### src/rtl/pc_gen_pkg.sv
// Shared core package: fetch redirect encoding and
// PC-generation constants.
package pc_gen_pkg;

    typedef enum logic [1:0] {
        PCSRC_NONE = 2'b00,
        PCSRC_BR   = 2'b01,
        PCSRC_JALR = 2'b10,
        PCSRC_TRAP = 2'b11
    } pcsrc_e;

    localparam int PC_STEP = 4;

endpackage

### src/rtl/pc_gen_if.sv
// Fetch PC generator bus: execute redirect, predecode
// hints in; fetch PC, flush and RAS hit out.
interface pc_gen_if
    import pc_gen_pkg::*;
#(
    parameter int WIDTH = 32
);
    logic             stall_f_i;
    pcsrc_e           pcsrc_e_i;
    logic [WIDTH-1:0] pc_e_i;
    logic [WIDTH-1:0] imm_e_i;
    logic [WIDTH-1:0] rs1_e_i;
    logic             call_f_i;
    logic             ret_f_i;
    logic [WIDTH-1:0] pc_f_o;
    logic [WIDTH-1:0] pc_plus4_f_o;
    logic             flush_o;
    logic             ras_hit_o;

    modport master (
        output stall_f_i, pcsrc_e_i, pc_e_i,
        output imm_e_i, rs1_e_i, call_f_i, ret_f_i,
        input  pc_f_o, pc_plus4_f_o, flush_o, ras_hit_o
    );

    modport slave (
        input  stall_f_i, pcsrc_e_i, pc_e_i,
        input  imm_e_i, rs1_e_i, call_f_i, ret_f_i,
        output pc_f_o, pc_plus4_f_o, flush_o, ras_hit_o
    );
endinterface

### src/rtl/pc_gen_ras.sv
// Circular return-address stack; a full push overwrites
// the oldest entry, push+pop together replaces the top.
module pc_gen_ras #(
    parameter int WIDTH     = 32,
    parameter int RAS_DEPTH = 4
) (
    input  logic             clk,
    input  logic             rst,
    input  logic             push,
    input  logic             pop,
    input  logic [WIDTH-1:0] push_data,
    output logic [WIDTH-1:0] top,
    output logic             empty,
    output logic             full
);
    localparam int PW = $clog2(RAS_DEPTH);
    localparam int CW = $clog2(RAS_DEPTH + 1);

    logic [WIDTH-1:0] mem [RAS_DEPTH];
    logic [PW-1:0]    ptr;
    logic [PW-1:0]    top_idx;
    logic [CW-1:0]    count;

    assign top_idx = ptr - 1'b1;
    assign top     = mem[top_idx];
    assign empty   = (count == '0);
    assign full    = (count == CW'(RAS_DEPTH));

    // Pointer and occupancy; count saturates when full.
    always_ff @(posedge clk or posedge rst) begin
        if (rst) begin
            ptr   <= '0;
            count <= '0;
        end else if (push && pop) begin
            ptr   <= ptr;
            count <= count;
        end else if (push) begin
            ptr <= ptr + 1'b1;
            if (!full)
                count <= count + 1'b1;
        end else if (pop && !empty) begin
            ptr   <= top_idx;
            count <= count - 1'b1;
        end
    end

    // Entry storage; contents need no reset.
    always_ff @(posedge clk) begin
        if (push && pop)
            mem[top_idx] <= push_data;
        else if (push)
            mem[ptr] <= push_data;
    end
endmodule

### src/rtl/pc_gen.sv
// Fetch PC generator: redirect > stall > RAS > PC+4.
// Define PC_GEN_RAS_EN to build in the return-address stack.
module pc_gen
    import pc_gen_pkg::*;
#(
    parameter int               WIDTH     = 32,
    parameter logic [WIDTH-1:0] RESET_VEC = 32'h0000_0000,
    parameter logic [WIDTH-1:0] TRAP_VEC  = 32'h0000_0100,
    parameter int               RAS_DEPTH = 4
) (
    input logic   clk,
    input logic   rst,
    pc_gen_if.slave bus
);
    logic [WIDTH-1:0] pc_q;
    logic [WIDTH-1:0] pc_next;
    logic [WIDTH-1:0] pc_plus4;
    logic [WIDTH-1:0] redir_pc;
    logic [WIDTH-1:0] jalr_sum;
    logic             redirect;
    logic             ras_hit;
    logic [WIDTH-1:0] ras_top;

    assign redirect = (bus.pcsrc_e_i != PCSRC_NONE);
    assign pc_plus4 = pc_q + WIDTH'(PC_STEP);
    assign jalr_sum = bus.rs1_e_i + bus.imm_e_i;

`ifdef PC_GEN_RAS_EN
    logic ras_push;
    logic ras_pop;
    logic ras_empty;
    logic ras_full;
    logic open_ok;

    assign open_ok  = !redirect && !bus.stall_f_i;
    assign ras_push = open_ok && bus.call_f_i;
    assign ras_pop  = open_ok && bus.ret_f_i && !ras_empty;
    assign ras_hit  = ras_pop;

    pc_gen_ras #(
        .WIDTH     (WIDTH),
        .RAS_DEPTH (RAS_DEPTH)
    ) u_ras (
        .clk       (clk),
        .rst       (rst),
        .push      (ras_push),
        .pop       (ras_pop),
        .push_data (pc_plus4),
        .top       (ras_top),
        .empty     (ras_empty),
        .full      (ras_full)
    );

    logic unused_ras;
    assign unused_ras = ras_full;
`else
    logic unused_hints;
    assign unused_hints = bus.call_f_i ^ bus.ret_f_i;
    assign ras_hit      = 1'b0;
    assign ras_top      = '0;
`endif

    // Execute-stage redirect target.
    always_comb begin
        redir_pc = pc_plus4;
        unique case (bus.pcsrc_e_i)
            PCSRC_BR:   redir_pc = bus.pc_e_i + bus.imm_e_i;
            PCSRC_JALR: redir_pc = {jalr_sum[WIDTH-1:1], 1'b0};
            PCSRC_TRAP: redir_pc = TRAP_VEC;
            default:    redir_pc = pc_plus4;
        endcase
    end

    // Next fetch PC by priority.
    always_comb begin
        pc_next = pc_plus4;
        if (redirect)
            pc_next = redir_pc;
        else if (bus.stall_f_i)
            pc_next = pc_q;
        else if (ras_hit)
            pc_next = ras_top;
    end

    // Fetch PC register.
    always_ff @(posedge clk or posedge rst) begin
        if (rst)
            pc_q <= RESET_VEC;
        else
            pc_q <= pc_next;
    end

    assign bus.pc_f_o       = pc_q;
    assign bus.pc_plus4_f_o = pc_plus4;
    assign bus.flush_o      = redirect;
    assign bus.ras_hit_o    = ras_hit;
endmodule

### src/flat_wrapper.sv
// flat-port wrapper written by rule: the top's interface ports become plain ports
module pc_gen_flat import pc_gen_pkg::*;
#(
    parameter int               WIDTH     = 32,
    parameter logic [WIDTH-1:0] RESET_VEC = 32'h0000_0000,
    parameter logic [WIDTH-1:0] TRAP_VEC  = 32'h0000_0100,
    parameter int               RAS_DEPTH = 4
)
  (clk, rst, bus_stall_f_i, bus_pcsrc_e_i, bus_pc_e_i, bus_imm_e_i, bus_rs1_e_i, bus_call_f_i, bus_ret_f_i, bus_pc_f_o, bus_pc_plus4_f_o, bus_flush_o, bus_ras_hit_o);
  pc_gen_if #(.WIDTH(WIDTH)) bus_i ();
  input logic clk;
  input logic rst;
  input wire logic [$bits(bus_i.stall_f_i)-1:0] bus_stall_f_i;
  input wire logic [$bits(bus_i.pcsrc_e_i)-1:0] bus_pcsrc_e_i;
  input wire logic [$bits(bus_i.pc_e_i)-1:0] bus_pc_e_i;
  input wire logic [$bits(bus_i.imm_e_i)-1:0] bus_imm_e_i;
  input wire logic [$bits(bus_i.rs1_e_i)-1:0] bus_rs1_e_i;
  input wire logic [$bits(bus_i.call_f_i)-1:0] bus_call_f_i;
  input wire logic [$bits(bus_i.ret_f_i)-1:0] bus_ret_f_i;
  output wire logic [$bits(bus_i.pc_f_o)-1:0] bus_pc_f_o;
  output wire logic [$bits(bus_i.pc_plus4_f_o)-1:0] bus_pc_plus4_f_o;
  output wire logic [$bits(bus_i.flush_o)-1:0] bus_flush_o;
  output wire logic [$bits(bus_i.ras_hit_o)-1:0] bus_ras_hit_o;
  assign bus_i.stall_f_i = bus_stall_f_i;
  assign bus_i.pcsrc_e_i = bus_pcsrc_e_i;
  assign bus_i.pc_e_i = bus_pc_e_i;
  assign bus_i.imm_e_i = bus_imm_e_i;
  assign bus_i.rs1_e_i = bus_rs1_e_i;
  assign bus_i.call_f_i = bus_call_f_i;
  assign bus_i.ret_f_i = bus_ret_f_i;
  assign bus_pc_f_o = bus_i.pc_f_o;
  assign bus_pc_plus4_f_o = bus_i.pc_plus4_f_o;
  assign bus_flush_o = bus_i.flush_o;
  assign bus_ras_hit_o = bus_i.ras_hit_o;
  pc_gen #(.WIDTH(WIDTH), .RESET_VEC(RESET_VEC), .TRAP_VEC(TRAP_VEC), .RAS_DEPTH(RAS_DEPTH)) u_core (.clk(clk), .rst(rst), .bus(bus_i));
endmodule
### config.mk
export PLATFORM = sky130hd
export DESIGN_NAME = pc_gen_flat
export DESIGN_NICKNAME = d
export VERILOG_FILES = /design/src/rtl/pc_gen_pkg.sv /design/src/rtl/pc_gen_if.sv /design/src/rtl/pc_gen_ras.sv /design/src/rtl/pc_gen.sv /design/src/flat_wrapper.sv
export SDC_FILE = /design/constraint.sdc
export NUM_CORES = 1
export LEC_CHECK = 0
export CORE_MARGIN = 8
export CORE_UTILIZATION = 60
export CTS_CLUSTER_SIZE = 16
export DETAILED_ROUTE_END_ITERATION = 12
export DONT_BUFFER_PORTS = 1
export GPL_TIMING_DRIVEN = 0
export PLACE_DENSITY = 0.78
export SLEW_MARGIN = 15
export SYNTH_ARGS = -nofsm -noshare
export SYNTH_HDL_FRONTEND = slang
export SYNTH_HIERARCHICAL = 1
export SYNTH_SLANG_ARGS = --single-unit
### constraint.sdc
create_clock -name clk -period 3.9 [get_ports clk]
set_input_delay 0.195 -clock clk [delete_from_list [all_inputs] [get_ports clk]]
set_output_delay 0.195 -clock clk [all_outputs]
set_load 0.005 [all_outputs]
==> impl_metrics.ini, run 1 <==
[timing]
setup_violations = 0
hold_viol = 0
fin_crit_ps = 2970
whs_ps = 211
worstMarginPinSlew_ps = 643
fin_skew_ps = 5.11
clock.fmax_ghz = 0.337
relSlewSlack = 0.570
fin_tns_setup_ps = 0
slew_violations = 0
post-route-period-util = 0.761
rsz0062_at_grt = false

[floorplan]
rows = 35
die-area_um2 = 12600
start_util = 0.611
die_h_um = 112
core_um2 = 9110
ios = 169
die_w_um = 112

[synthesis]
synthArstFlopShare = 1.00
netlist_instances = 739
synth_cell_types = 67
synth.avg_cell_area_um2 = 7.53
synth_fa_ha_area_frac = 0.147
synth-edff-count = 0
yosysTopAreaCell = dfrtp_1
synth_seq_cells = 32
yosys.area_share.simple = 0.219
ys_warn_count = 6
synth_flop_cell = dfrtp_1
netlist.area_leader.share = 0.144
syn-num-nets = 906
ys_seq_area_frac = 0.144
synthMuxAreaShare = 0.0180
syn_area_um2 = 5570
synth_compound_area_frac = 0.286
synth.area.top_cells = dfrtp_1 (14%), ha_1 (14%), xnor2_1 (9.0%)
synth_top_family_by_area = compound AO/OA/AOI/OAI gates
synth-xor-area-share = 0.148

[power]
combPwrFrac = 0.514
p_leak_nw = 2.51
seqPwrFrac = 0.287
swShare = 0.437
p_per_area_nw_per_um2 = 295
p_clk_frac = 0.200
ir_drop_mv = 0.138
p_sw_mw = 0.754
p_int_mw = 0.970

[run_status]
outcome = finished, final reports clean

[final_layout]
fillers = 807
seq_area_um2 = 801
multiInputGateArea_um2 = 4550
nNetsFinal = 914
largest_reg_flops = 32
drive_gt1_frac = 0.0495
final_core_util = 0.641
final_cell_mix = a21oi_1 (74), nand2_1 (69), ha_1 (62)
area_delta_synth_final_pct = 4.94
num_antenna_cells = 0
final_common_cell = a21oi_1

[grt]
grt_pass1_vias = 5303
grt_start_max_net_pins = 33
gr-total-overflow = 0
antenna_found_initial = 0
grt_usage = 0.273
grt_pass1_wl_um = 28300

[drt]
drt_wl_total_um = 18000
ant_nets = 0
num_vias = 5735
first_iter_violations = 647
drc = 0
wire_per_inst_um = 20.9
firstDrtPassIters = 5
avgViaCountPerCell = 6.68

[critical_path]
cp_max_fo = 7
path_class = reg2reg
cp-startpoint = u_core/bus.pc_f_o[3]
timing.rr.start = u_core/bus.pc_f_o[3]
r2r_cells = 11
worstPathRequired_ps = 4060
ff2ff_setup_slack_ps = 930
arrival_ps = 3130
cp-end-kind = flip-flop
cp-start-kind = flip-flop

[hold_path]
hold_path_depth = 3
hold_path_class = in2reg
hp-start = bus_imm_e_i[0]

[place]
portBuffers = 0
gp_congestion = 0.925
place_hpwl_um = 15200

[cts]
ctsResizeCount = 0
clkTransAtPathRegs_ps = 70
clock_latency_ps = 280
cts.htree.levels = 2
cts.sinks = 32
cts_root_buffer = clkbuf_8
cts_tree = built
cts.path.max_buffers = 2
cts-buffers-inserted = 5

[job]
max-cap-violations = 0
-- cell type report --
type                            count  share of cell area
Buffer                             31              0.0233
Sequential cell                    32               0.137
Timing Repair Buffer                1             0.00171
Clock buffer                        7              0.0165
Multi-Input combinational cell    656               0.780
Tap cell                          111              0.0238
Inverter                           20              0.0129
Clock inverter                      1             0.00514
-- Yosys cell counts, types with 3 or more instances --
cell	count
buf_4	4
nand3b_1	4
nand2b_1	8
buf_1	4
a21o_1	23
nor2_1	59
and3_1	13
nor3_1	13
o21a_1	13
o21bai_1	6
nor4_4	3
a21oi_1	74
xor2_1	37
a22o_1	3
buf_2	4
clkbuf_1	19
a22oi_1	5
or3_1	9
ha_1	62
o21ai_0	53
dfrtp_1	32
o21ai_1	5
inv_1	20
o211ai_1	5
a211oi_1	12
mux2i_1	10
o22ai_1	12
nor4_1	4
nor2b_1	9
a31oi_1	11
nand2_1	69
nand3_1	18
xnor2_1	57
nand4_1	13
-- cell families after synthesis --
group	after synthesis
simple gates	238
fa+ha+maj	64
buf+inv	51
compound gates	249
xor+xnor	94
flops	32
other cells	1
mux	10
-- final timing paths --
kind	end
min in group asynchronous	u_core/bus.pc_f_o[29]
max in group asynchronous	u_core/bus.pc_f_o[4]
min reg2reg	u_core/bus.pc_f_o[0]
max	u_core/bus.pc_f_o[30]
max reg2reg	u_core/bus.pc_f_o[30]
min	u_core/bus.pc_f_o[0]
-- layer usage --
layer / vias to the layer above / wire length (µm) / global-route usage
met5: - / 0 / 0
met4: 0 / 227 / 0.0540
met3: 23 / 2060 / 0.0537
met2: 337 / 7520 / 0.417
met1: 2648 / 8150 / 0.388
li1: 2727 / - / -
-- power by group through the flow --
stage / sequential (mW) / clock (mW) / combinational, mW
2_1_floorplan: 0.470 / 0 / 0.672
3_3_place_gp: 0.495 / 0 / 0.846
3_5_place_dp: 0.500 / 0 / 0.858
4_1_cts: 0.494 / 0.348 / 0.864
5_1_grt: 0.505 / 0.361 / 0.972
6_report: 0.494 / 0.344 / 0.886
-- what timing repair did --
item,in CTS,in global routing
setup buffers,0,0
hold endpoints to repair,0,32
hold buffers,0,1
-- per-stage QoR --
stage	setup slack (ps)	power (mW)	std cells	area, µm²
3_5_place_dp	857	1.36	850	5710
5_1_grt	773	1.84	859	5840
2_1_floorplan	1330	1.14	739	5570
4_1_cts	957	1.71	858	5830
3_3_place_gp	888	1.34	850	5710
6_report	934	1.72	859	5840
-- worst max-delay path: stages, from the launching register on --
cell and delay, ps:
dfrtp_1 490, ha_1 280, nand3_2 170, nor4_4 450, nand4_2 270, nand2b_1 220
buf_4 170, nor2_2 130, nand3_1 110, xor2_1 200, o22ai_1 100, a211o_1 250
No activity file was read; power rests on OpenSTA's default activity.
==> run 2: changes to the inputs <==
--- a/config.mk
+++ b/config.mk
@@ -5,6 +5,7 @@
 export SDC_FILE = /design/constraint.sdc
 export NUM_CORES = 1
 export LEC_CHECK = 0
+export ABC_AREA = 1
 export CORE_MARGIN = 8
 export CORE_UTILIZATION = 60
 export CTS_CLUSTER_SIZE = 16
==> constraint.sdc (replaced) <==
create_clock -name clk -period 3 [get_ports clk]
set_input_delay 0.15 -clock clk [delete_from_list [all_inputs] [get_ports clk]]
set_output_delay 0.15 -clock clk [all_outputs]
set_load 0.005 [all_outputs]
==> run 2 against run 1 <==
Compared with the run above:
- sequential share of layout area is 3.0 points lower
- area after synthesis is 29% higher
- cell area is 28% higher
- hold slack worse by 130 ps
- clock power is 40% higher
- highest routed layer unchanged
==> impl_metrics.ini, run 2 <==
[run_status]
outcome = finished, final reports clean

[synthesis]
yosys-top-cells-count = nand2_1 (532), inv_1 (231), nand3_1 (136)
ys_seq_area_frac = 0.112
netlist.area_leader.share = 0.279
yosysTopAreaCell = nand2_1
synth_flop_cell = dfrtp_1
syn_area_um2 = 7160
netlist_instances = 1349
synth.avg_cell_area_um2 = 5.31
ys_warn_count = 6
synth_cell_types = 43
synth.area.top_cells = nand2_1 (28%), inv_1 (12%), dfrtp_1 (11%)
synth_seq_cells = 32
synth-edff-count = 0
synth_most_common_cell = nand2_1
synthArstFlopShare = 1.00
syn-num-nets = 1516

[grt]
antenna_found_initial = 0
gr-total-overflow = 0
grt_pass1_vias = 7497
grt_start_max_net_pins = 33
grt_pass1_wl_um = 39000
grt_usage = 0.310

[critical_path]
cp-start-kind = flip-flop
path_class = reg2out
arrival_ps = 2000
cp_max_fo = 4
cp-end-kind = output pin
worstPathRequired_ps = 2850

[timing]
fin_crit_ps = 2150
fin_skew_ps = 6.11
post-route-period-util = 0.717
setup_violations = 0
rsz0062_at_grt = false
clock.fmax_ghz = 0.465
relSlewSlack = 0.362
worstMarginPinSlew_ps = 953
whs_ps = 79.0
fin_tns_setup_ps = 0
slew_violations = 0
hold_viol = 0

[place]
gp_congestion = 0.981
portBuffers = 0
place_hpwl_um = 21800

[final_layout]
area_delta_synth_final_pct = 4.58
final_common_cell = nand2_1
num_antenna_cells = 0
nNetsFinal = 1524
drive_gt1_frac = 0.0339
final_cell_mix = nand2_1 (532), inv_1 (230), nand3_1 (136)
largest_reg_flops = 32
fillers = 1294

[floorplan]
core_um2 = 11800
die_h_um = 125
die_w_um = 125
ios = 169
start_util = 0.607
die-area_um2 = 15700
rows = 40

[job]
max-cap-violations = 0

[drt]
first_iter_violations = 812
drt_wl_total_um = 25300
ant_nets = 0
firstDrtPassIters = 7
drc = 0
wire_per_inst_um = 16.8
avgViaCountPerCell = 5.54
num_vias = 8326

[cts]
clkTransAtPathRegs_ps = 50
cts.sinks = 32
cts.htree.levels = 2
cts_root_buffer = clkbuf_16
cts_hold_buf = 1
cts-buffers-inserted = 5
cts_setup_buffers = 0
clock_latency_ps = 280
ctsResizeCount = 0
cts.path.max_buffers = 2
cts_tree = built

[power]
p_per_area_nw_per_um2 = 319
ir_drop_mv = 0.347
p_leak_nw = 4.33

[hold_path]
hold_path_class = in2reg
-- run 2: cell count changes after synthesis, sizes merged, moves of 21 or more --
cell | previous run | this run
o21ai | 58 | 18
nor2 | 61 | 137
a21o | 23 | 2
nand2 | 69 | 538
inv | 20 | 233
a21oi | 74 | 45
xnor2 | 57 | 13
nand3 | 20 | 138
-- run 2: worst paths after layout --
kind	start	end	slack, ps	cells past startpoint
max in group asynchronous	rst	u_core/bus.pc_f_o[26]	2120	2
worst min-delay path	bus_stall_f_i	u_core/bus.pc_f_o[14]	80	3
min in group asynchronous	rst	u_core/bus.pc_f_o[8]	430	2
worst min register to register	u_core/bus.pc_f_o[0]	u_core/bus.pc_f_o[0]	560	1
worst max-delay path	u_core/bus.pc_f_o[3]	bus_pc_plus4_f_o[30]	850	6
worst max register to register	u_core/bus.pc_f_o[3]	u_core/bus.pc_f_o[30]	980	8
-- run 2: report_power, final --
part | total [mW] | leakage, nW | internal (mW) | switching [mW]
combinational | 1.29 | 3.86 | 0.431 | 0.857
clock | 0.483 | 0.0667 | 0.301 | 0.182
sequential | 0.619 | 0.400 | 0.501 | 0.118
total | 2.39 | 4.33 | 1.23 | 1.16
-- run 2: logic make-up (layout without fill, tap and decap cells) --
group | count (synthesis) | in the layout | share of synthesized area
AO/OA/AOI/OAI | 85 | 85 | 0.0676
XOR/XNOR | 35 | 35 | 0.0459
adder cells (fa/ha/maj) | 64 | 64 | 0.114
buffers and inverters | 248 | 256 | 0.134
flip-flops | 32 | 32 | 0.112
other | 1 | 1 | 0.000523
AND/OR/NAND/NOR | 884 | 884 | 0.526
-- run 2: layout make-up --
cell class                 count  area [µm²]  area share
inverter                     233         875       0.117
clock inverter                 1        5.00    0.000668
tap                          147         184      0.0245
buffer                        15        88.8      0.0119
timing repair buffer           1        10.0     0.00134
multi-input combinational   1069        5400       0.721
sequential                    32         801       0.107
clock buffer                   6         129      0.0172
-- run 2: critical path: stages (launching register included) --
cell and delay [ps]:
dfrtp_1 430, ha_1 230, nand3_2 170, inv_1 110, nand3_1 140, nor3_1 360
xor2_1 280
-- run 2: routing by layer --
metal | vias to the layer above | share of wire | global-route usage
met1 | 3624 | 0.41 | 0.382
met4 | 0 | 0.033 | 0.105
met2 | 425 | 0.43 | 0.493
met5 | - | 0 | 0
met3 | 42 | 0.12 | 0.106
li1 | 4235 | - | -
-- run 2: per-stage QoR --
stage	cell area, µm²	worst slack [ps]	util	cells	total power [mW]
global route	7490	715	0.634	1504	2.57
floorplan	7160	1300	-	1349	1.56
global placement	7350	876	0.622	1496	1.87
CTS	7490	872	0.634	1504	2.37
finish	7490	848	0.634	1504	2.39
detailed placement	7350	856	0.622	1496	1.88
